### src/rtl/sad_pkg.sv
// Shared types and width helpers for the sum-of-absolute-differences accumulator.
package sad_pkg;

  typedef enum logic [1:0] {
    IDLE = 2'd0,
    CMP  = 2'd1,
    SUB  = 2'd2,
    DONE = 2'd3
  } sad_state_e;

  function automatic int unsigned acc_width(input int unsigned width, input int unsigned count);
    return width + $clog2(count);
  endfunction

endpackage

### src/rtl/abs_diff_core.sv
// Combinational compare/subtract core: gt is a>b under the selected mode,
// mag is a-b truncated to WIDTH (the caller negates it when a<=b).
module abs_diff_core #(
  parameter int unsigned WIDTH = 8
) (
  input  logic [WIDTH-1:0] a,
  input  logic [WIDTH-1:0] b,
  input  logic             signed_mode,
  output logic             gt,
  output logic [WIDTH-1:0] mag
);

  always_comb begin
    gt  = signed_mode ? ($signed(a) > $signed(b)) : (a > b);
    mag = a + ~b + WIDTH'(1);
  end

endmodule

### src/rtl/sad_accumulator.sv
// Multi-cycle |A-B| accumulator: one sample every 3 cycles, sum held until consumed.
module sad_accumulator
  import sad_pkg::*;
#(
  parameter  int unsigned WIDTH = 8,
  parameter  int unsigned COUNT = 4,
  localparam int unsigned ACC_W = acc_width(WIDTH, COUNT)
) (
  input  logic             CLK,
  input  logic             RST,
  input  logic             in_valid,
  output logic             in_ready,
  input  logic [WIDTH-1:0] Ain,
  input  logic [WIDTH-1:0] Bin,
  input  logic             signed_mode,
  output logic             diff_valid,
  output logic [WIDTH-1:0] Diff,
  output logic             out_valid,
  input  logic             out_ready,
  output logic [ACC_W-1:0] Sum
);

  localparam int unsigned IDX_W = (COUNT > 2) ? $clog2(COUNT) : 1;

  sad_state_e       state_q, state_d;
  logic [WIDTH-1:0] a_q, a_d, b_q, b_d;
  logic             mode_q, mode_d;
  logic             gt_q, gt_d;
  logic [IDX_W-1:0] idx_q, idx_d;
  logic [ACC_W-1:0] acc_q, acc_d;
  logic [WIDTH-1:0] diff_q, diff_d;
  logic             dv_q, dv_d;

  logic             core_gt;
  logic [WIDTH-1:0] core_mag;

  abs_diff_core #(.WIDTH(WIDTH)) u_core (
    .a           (a_q),
    .b           (b_q),
    .signed_mode (mode_q),
    .gt          (core_gt),
    .mag         (core_mag)
  );

  always_comb begin
    state_d = state_q;
    a_d     = a_q;
    b_d     = b_q;
    mode_d  = mode_q;
    gt_d    = gt_q;
    idx_d   = idx_q;
    acc_d   = acc_q;
    diff_d  = diff_q;
    dv_d    = 1'b0;
    case (state_q)
      IDLE: begin
        if (in_valid) begin
          a_d = Ain;
          b_d = Bin;
          if (idx_q == '0) mode_d = signed_mode;
          state_d = CMP;
        end
      end
      CMP: begin
        gt_d    = core_gt;
        state_d = SUB;
      end
      SUB: begin
        // core_mag is A-B; negating it yields B-A modulo 2^WIDTH
        diff_d  = gt_q ? core_mag : (~core_mag + WIDTH'(1));
        dv_d    = 1'b1;
        acc_d   = acc_q + ACC_W'(diff_d);
        idx_d   = idx_q + IDX_W'(1);
        state_d = (idx_q == IDX_W'(COUNT - 1)) ? DONE : IDLE;
      end
      DONE: begin
        if (out_ready) begin
          acc_d   = '0;
          idx_d   = '0;
          state_d = IDLE;
        end
      end
      default: state_d = IDLE;
    endcase
  end

  always_ff @(posedge CLK) begin
    if (RST) begin
      state_q <= IDLE;
      a_q     <= '0;
      b_q     <= '0;
      mode_q  <= 1'b0;
      gt_q    <= 1'b0;
      idx_q   <= '0;
      acc_q   <= '0;
      diff_q  <= '0;
      dv_q    <= 1'b0;
    end else begin
      state_q <= state_d;
      a_q     <= a_d;
      b_q     <= b_d;
      mode_q  <= mode_d;
      gt_q    <= gt_d;
      idx_q   <= idx_d;
      acc_q   <= acc_d;
      diff_q  <= diff_d;
      dv_q    <= dv_d;
    end
  end

  assign in_ready   = (state_q == IDLE);
  assign out_valid  = (state_q == DONE);
  assign Sum        = acc_q;
  assign Diff       = diff_q;
  assign diff_valid = dv_q;

endmodule

### config.mk
export PLATFORM = sky130hd
export DESIGN_NAME = sad_accumulator
export DESIGN_NICKNAME = d
export VERILOG_FILES = /design/src/rtl/sad_pkg.sv /design/src/rtl/abs_diff_core.sv /design/src/rtl/sad_accumulator.sv
export SDC_FILE = /design/constraint.sdc
export NUM_CORES = 1
export LEC_CHECK = 0
export ABC_AREA = 1
export CORE_AREA = 2 2 73 75
export CTS_BUF_LIST = sky130_fd_sc_hd__clkbuf_8
export DETAILED_ROUTE_END_ITERATION = 10
export DIE_AREA = 0 0 75 77
export GPL_TIMING_DRIVEN = 0
export PLACE_DENSITY_LB_ADDON = 0.05
export SYNTH_ARGS = -nofsm -noshare
export SYNTH_HDL_FRONTEND = slang
export SYNTH_SLANG_ARGS = --single-unit
### constraint.sdc
create_clock -name CLK -period 4.7 [get_ports CLK]
set_input_delay 0.94 -clock CLK [delete_from_list [all_inputs] [get_ports CLK]]
set_output_delay 0.94 -clock CLK [all_outputs]
set_load 0.02 [all_outputs]
# [Word level (Yosys, flattened, before mapping)]
# Index checks and enable logic that the tools add are counted.
[word_totals] ff_bits=41 out_inout_bits=21 word_cells=41
[op_classes] n_addsub=5 n_lt_le_gt_ge=2 n_eq_ne=6 mux=10 n_bitwise=2 reduce_logical=7
[ops] operator="$pmux W10 S2" n=1
[ops] operator="$add A8 B1 Y8 const B" n=2
[ops] operator="$gt A8 B8 Y1" n=2
[ops] operator="$not A8 Y8" n=2
[ops] operator="$add A10 B8 Y10" n=1
[ops] operator="$mux W10" n=1
[ops] operator="$add A8 B8 Y8" n=1
[ops] operator="$mux W8" n=1
[ops] operator="$pmux W2 S4" n=1
[ops] operator="$eq A2 B2 Y1 const B" n=3
[ops] operator="$mux W2" n=3
[ops] operator="$reduce_and A2 Y1" n=3
[ops] operator="$logic_not A2 Y1" n=2
[ops] operator="$pmux W2 S2" n=1
[ops] operator="$reduce_and A3 Y1" n=1
[ops] operator="$add A2 B1 Y2 const B" n=1
[ops] operator="$eq A2 B1 Y1 const B" n=1
[ops] operator="$mux W1" n=2
[ops] operator="$ne A2 B1 Y1 const B" n=1
[ops] operator="$ne A2 B2 Y1 const B" n=1
[ops] operator="$reduce_bool A2 Y1" n=1

# [Logic depth before layout (Yosys ltp)]
[depth] depth_word=8 ltp_mapped=23 mapped_depth_nobuf=23

# [Hierarchy]
# A second synthesis with hierarchy kept.
[unflattened] hier_cells=384 hier_area_um2=2547.4
[modules_own_cells] mod="sad_accumulator" instances=1 cells_each=302 area_each_um2=2098.3 seq_area_each_um2=820.8
[modules_own_cells] mod="abs_diff_core" instances=1 cells_each=82 area_each_um2=449.2 seq_area_each_um2=0.0

# [Least setup slack after synthesis]
# OpenSTA, ideal clock, no wires.
[synth_timing] kind="flip-flop to flip-flop" start="register a_q[0]" end="register acc_q[9] (netlist: Sum[9])" setup_time_ns=0.113 t_arrival_ns=2.732 slack_ns=1.855 stages_incl_launch_ff=22 period_less_slack_ns=2.845 path_cell_list="dfxtp_1 inv_1 ha_1 fa_1 ha_1 inv_1 nor2_1 nand3_2 nand2_1 nand3_1 nand2_1 inv_1 ha_1 a21oi_1 o21a_1 o21ai_0 nand2_1 nand3_1 nand2_1 nand2_1 nand2_1 nor2_1"
[synth_via] elab_chain_cells=7
[synth_rtl] element="from (decl)" line="sad_accumulator.sv:26" source="logic [WIDTH-1:0] a_q, a_d, b_q, b_d;"
[synth_rtl] element="from (signal assigned)" line="sad_accumulator.sv:90" source="a_q <= '0;"
[synth_rtl] element="from (signal assigned)" line="sad_accumulator.sv:100" source="a_q <= a_d;"
[synth_rtl] element="$add A8 B8 Y8 (*)" line="abs_diff_core.sv:15" source="mag = a + ~b + WIDTH'(1);"
[synth_rtl] element="$add A8 B1 Y8 (*)" line="abs_diff_core.sv:15"
[synth_rtl] element="$not A8 Y8" line="sad_accumulator.sv:70" source="diff_d = gt_q ? core_mag : (~core_mag + WIDTH'(1));"
[synth_rtl] element="$add A8 B1 Y8" line="sad_accumulator.sv:70"
[synth_rtl] element="$mux W8 (*)" line="sad_accumulator.sv:70"
[synth_rtl] element="$add A10 B8 Y10 (*)" line="sad_accumulator.sv:72" source="acc_d = acc_q + ACC_W'(diff_d);"
[synth_rtl] element="$pmux W10 S2 (*)" line="sad_accumulator.sv:55" source="case (state_q)"
[synth_rtl] element="to (signal assigned)" line="sad_accumulator.sv:95" source="acc_q <= '0;"
[synth_rtl] element="to (signal assigned)" line="sad_accumulator.sv:105" source="acc_q <= acc_d;"
[synth_rtl] element="to (decl)" line="sad_accumulator.sv:30" source="logic [ACC_W-1:0] acc_q, acc_d;"
# Mark *: on every way between the ends. The rest lies on a longest branch, timed or not.
# A chain may end at the register's enable or synchronous reset.

# [Worst setup path in the final report]
# Ends and elaborated chain as after synthesis.

==> metrics.md <==
| Metric | Value |
|---|---|
| Final worst path period need | `between 3000 and 4000 ps` |
| Dpl cell area | `between 2000 and 3000 um2` |
| CP Data Required Time | `4930 ps` |
| CTS Buf Count | `5` |
| Fin crit share | `between 60% and 70%` |
| Final setup fails | `0` |
| Vias | `approximately 2300` |
| Cell count after synthesis | `around 350` |
| Worst clock skew | `between 4 and 5 ps` |
| Die Span Y | `77 um` |
| Remaining global-route overflow | `0` |
| CORE AREA | `~5000 um2` |
| Slew of the pin with the lowest slew margin | `between 500 and 600 ps` |
| Finished Cell Area | `3010 um2` |
| Initial antenna violation count | `0` |
| Max-slew violation count | `0` |
| RR Startpoint | `a_q[0]` |
| FF+latch count, synth | `a little over 40` |
| Yosys warning count | `0` |
| Vias per cell | `4.90` |
| Final core utilization | `between 60% and 70%` |
| Netlist Area Pre-Place | `between 2000 and 2500 um2` |
| CP Max Fanout | `7` |
| Site Rows | `26` |
| Die Area | `~5800 um2` |
| Top-Level Pins | `42` |
| Clock buffer depth | `2` |
| R2r endpoint | `Sum[9]` |
| Detailed Routing Iterations Pass 1 | `4` |
| Htree depth | `2` |
| Top-area cell type share of the netlist area | `roughly a third` |
| FFs w/ async S/R, synth | `0%` |
| Max_slew headroom | `around 63%` |
| Sequential area share after synthesis | `33.8%` |
| Layout net count | `~440` |
| Status | `finished clean` |
| CTS Sinks | `slightly above 40` |
| Die Width | `between 70 and 80 um` |
| Final hold slack | `approximately 460 ps` |
| Avg Cell Area, Syn | `approximately 7 um2` |
| Final non-filler cell total | `about 470` |
| Setup bufs post-CTS | `0` |
| Leakage | `about 1.4 nW` |
| R2R depth | `20` |
| CP startpoint kind | `register` |
| Share of cells above drive strength 1 | `about 6.6%` |
| Clock slew at reported path FFs | `~80 ps` |
| Gpl congestion | `approximately 0.82` |
| Worst Setup Path Type | `register to register` |
| Top cells by area, synth | `dfxtp_1 (34%), nand2_1 (11%), ha_1 (9.8%)` |
| Port bufs | `a little over 40` |
| ANT cells | `0` |
| Final worst slack | `~1400 ps` |
| Placed Cells | `approximately 460` |
| Initial drt markers | `about 180` |
| Antenna Nets Post-Route | `0` |
| Crit path from | `a_q[0]` |
| Initial Utilization | `48.8%` |
| Hold Fails Final Rpt | `0` |
| TritonCTS clock tree | `done` |
| Worst min path class | `register to register` |
| Setup TNS Final | `0 ps` |
| Max-cap violation count | `0` |
| Crit path DAT | `about 3500 ps` |
| Remaining routing DRC violations | `0` |
| Post-Syn Nets | `389` |
| Post-cts resize count | `0` |
| Top cells by instance count after synthesis | `nand2_1 (71), inv_1 (46), dfxtp_1 (41), nor2_1 (37)` |
| Vias in the first global route | `between 2000 and 2500` |
| Most common cell in the netlist | `nand2_1` |
| Clk_lat worst skew | `about 290 ps` |
| Root buf cell | `clkbuf_8` |
| Largest area contributor in the netlist | `dfxtp_1` |
| Hold buffers post-CTS | `0` |
| DR WL/cell | `about 12 um` |
| Register-to-Register Setup Slack | `between 1000 and 1500 ps` |
| Total chip power | `1.03 mW` |
| First-pass GRT wire length | `roughly 9800 um` |
| CP endpoint | `Sum[9]` |
| Top FF cell, synth | `dfxtp_1` |
| Largest net degree at the start of global routing | `13` |
| Worst Setup End Kind | `register` |
| Dpl hpwl | `~4400 um` |
| Maximum VDD drop | `roughly 0.19 mV` |
| Yosys cell types | `29` |
| Routed wire length | `5580 um` |
| Pwr dens | `approximately 340 nW/um2` |
| Number of synthesized flops with an enable pin | `0` |
| Gr usage total | `a little over a fifth` |
| RSZ-0062 raised after global routing | `false` |
| Fmax | `305 MHz` |
| Area grow syn2layout | `23.9%` |
| Pre-CTS WS | `around 1500 ps` |
-- kinds of logic (layout without fill, tap and decap cells) --
kind of cell	after synthesis	in the layout	synth area share [%]
AO/OA/AOI/OAI	85	85	19.1
XOR/XNOR	2	2	0.721
adder cells (fa/ha/maj)	21	21	11.4
buffers and inverters	56	105	8.80
flip-flops	41	41	33.8
AND/OR/NAND/NOR	142	142	26.2
-- state kept, by name, summed over array words and instances, names as in the netlist --
signal and count:
Sum 10, Diff 8, a_q 8, b_q 8, idx_q 2, state_q 2
diff_valid 1, gt_q 1, mode_q 1
-- critical path: stages, from the launching register on --
cell	delay [ps]
dfxtp_1	310
inv_1	50
ha_1	250
fa_1	550
ha_1	180
inv_1	40
nor2_1	120
nand3_2	110
nand2_1	70
nand3_1	60
nand2_1	90
inv_1	60
ha_1	380
nand4_1	120
o21ai_0	290
nand2_1	170
nand3_1	110
nand2_1	70
nand2_1	70
nand2_1	40
nor2_1	80
-- layout by cell type (no fill, tap or decap) --
cell	n
nand2_1	71
inv_1	48
dfxtp_1	41
clkdlybuf4s50_1	41
nor2_1	37
o21ai_0	36
a21oi_1	36
ha_1	19
nand3_1	16
nand3_2	5
nand2_2	5
clkbuf_1	5
clkbuf_8	5
nand4_1	3
buf_2	3
a21oi_2	3
xor2_1	2
o21a_1	2
a31oi_1	2
o31ai_1	2
a32o_1	2
fa_1	2
or2_4	1
nand3_4	1
nor2_2	1
o21bai_1	1
nor2_4	1
buf_1	1
o211ai_1	1
clkinv_1	1
nand3b_1	1
clkinvlp_4	1
-- where the power goes --
part	internal, mW	leakage (nW)	switching [mW]
combinational	0.158	1.02	0.256
clock	0.101	0.0467	0.124
sequential	0.371	0.336	0.0148
total	0.630	1.41	0.395
-- cell type report --
cell class                      instances  area [um2]
Fill cell                             523        1960
Multi-Input combinational cell        250        1400
Sequential cell                        41         821
Timing Repair Buffer                   41         410
Inverter                               47         176
Tap cell                               70        87.6
Clock buffer                            5        68.8
Buffer                                  9        37.5
Clock inverter                          3        15.0
-- routing by layer --
metal  vias up  share of wire [%]  global-route usage [%]
met5         -                  0                       0
li1       1231                  -                       -
met2        35                 43                    31.1
met4         0               0.59                    4.82
met3         4                3.1                    3.94
met1      1012                 53                    33.6
-- worst min-delay path by stage --
stage                   to  cells after the start    from  slack (ps)
global placement    b_q[5]                      2  b_q[5]         450
detailed placement  b_q[3]                      2  b_q[3]         450
finish              b_q[3]                      2  b_q[3]         460
floorplan           b_q[2]                      2  b_q[2]         430
global route        a_q[0]                      2  a_q[0]         480
CTS                 a_q[0]                      2  a_q[0]         460
(Power assumes the default switching activity.)
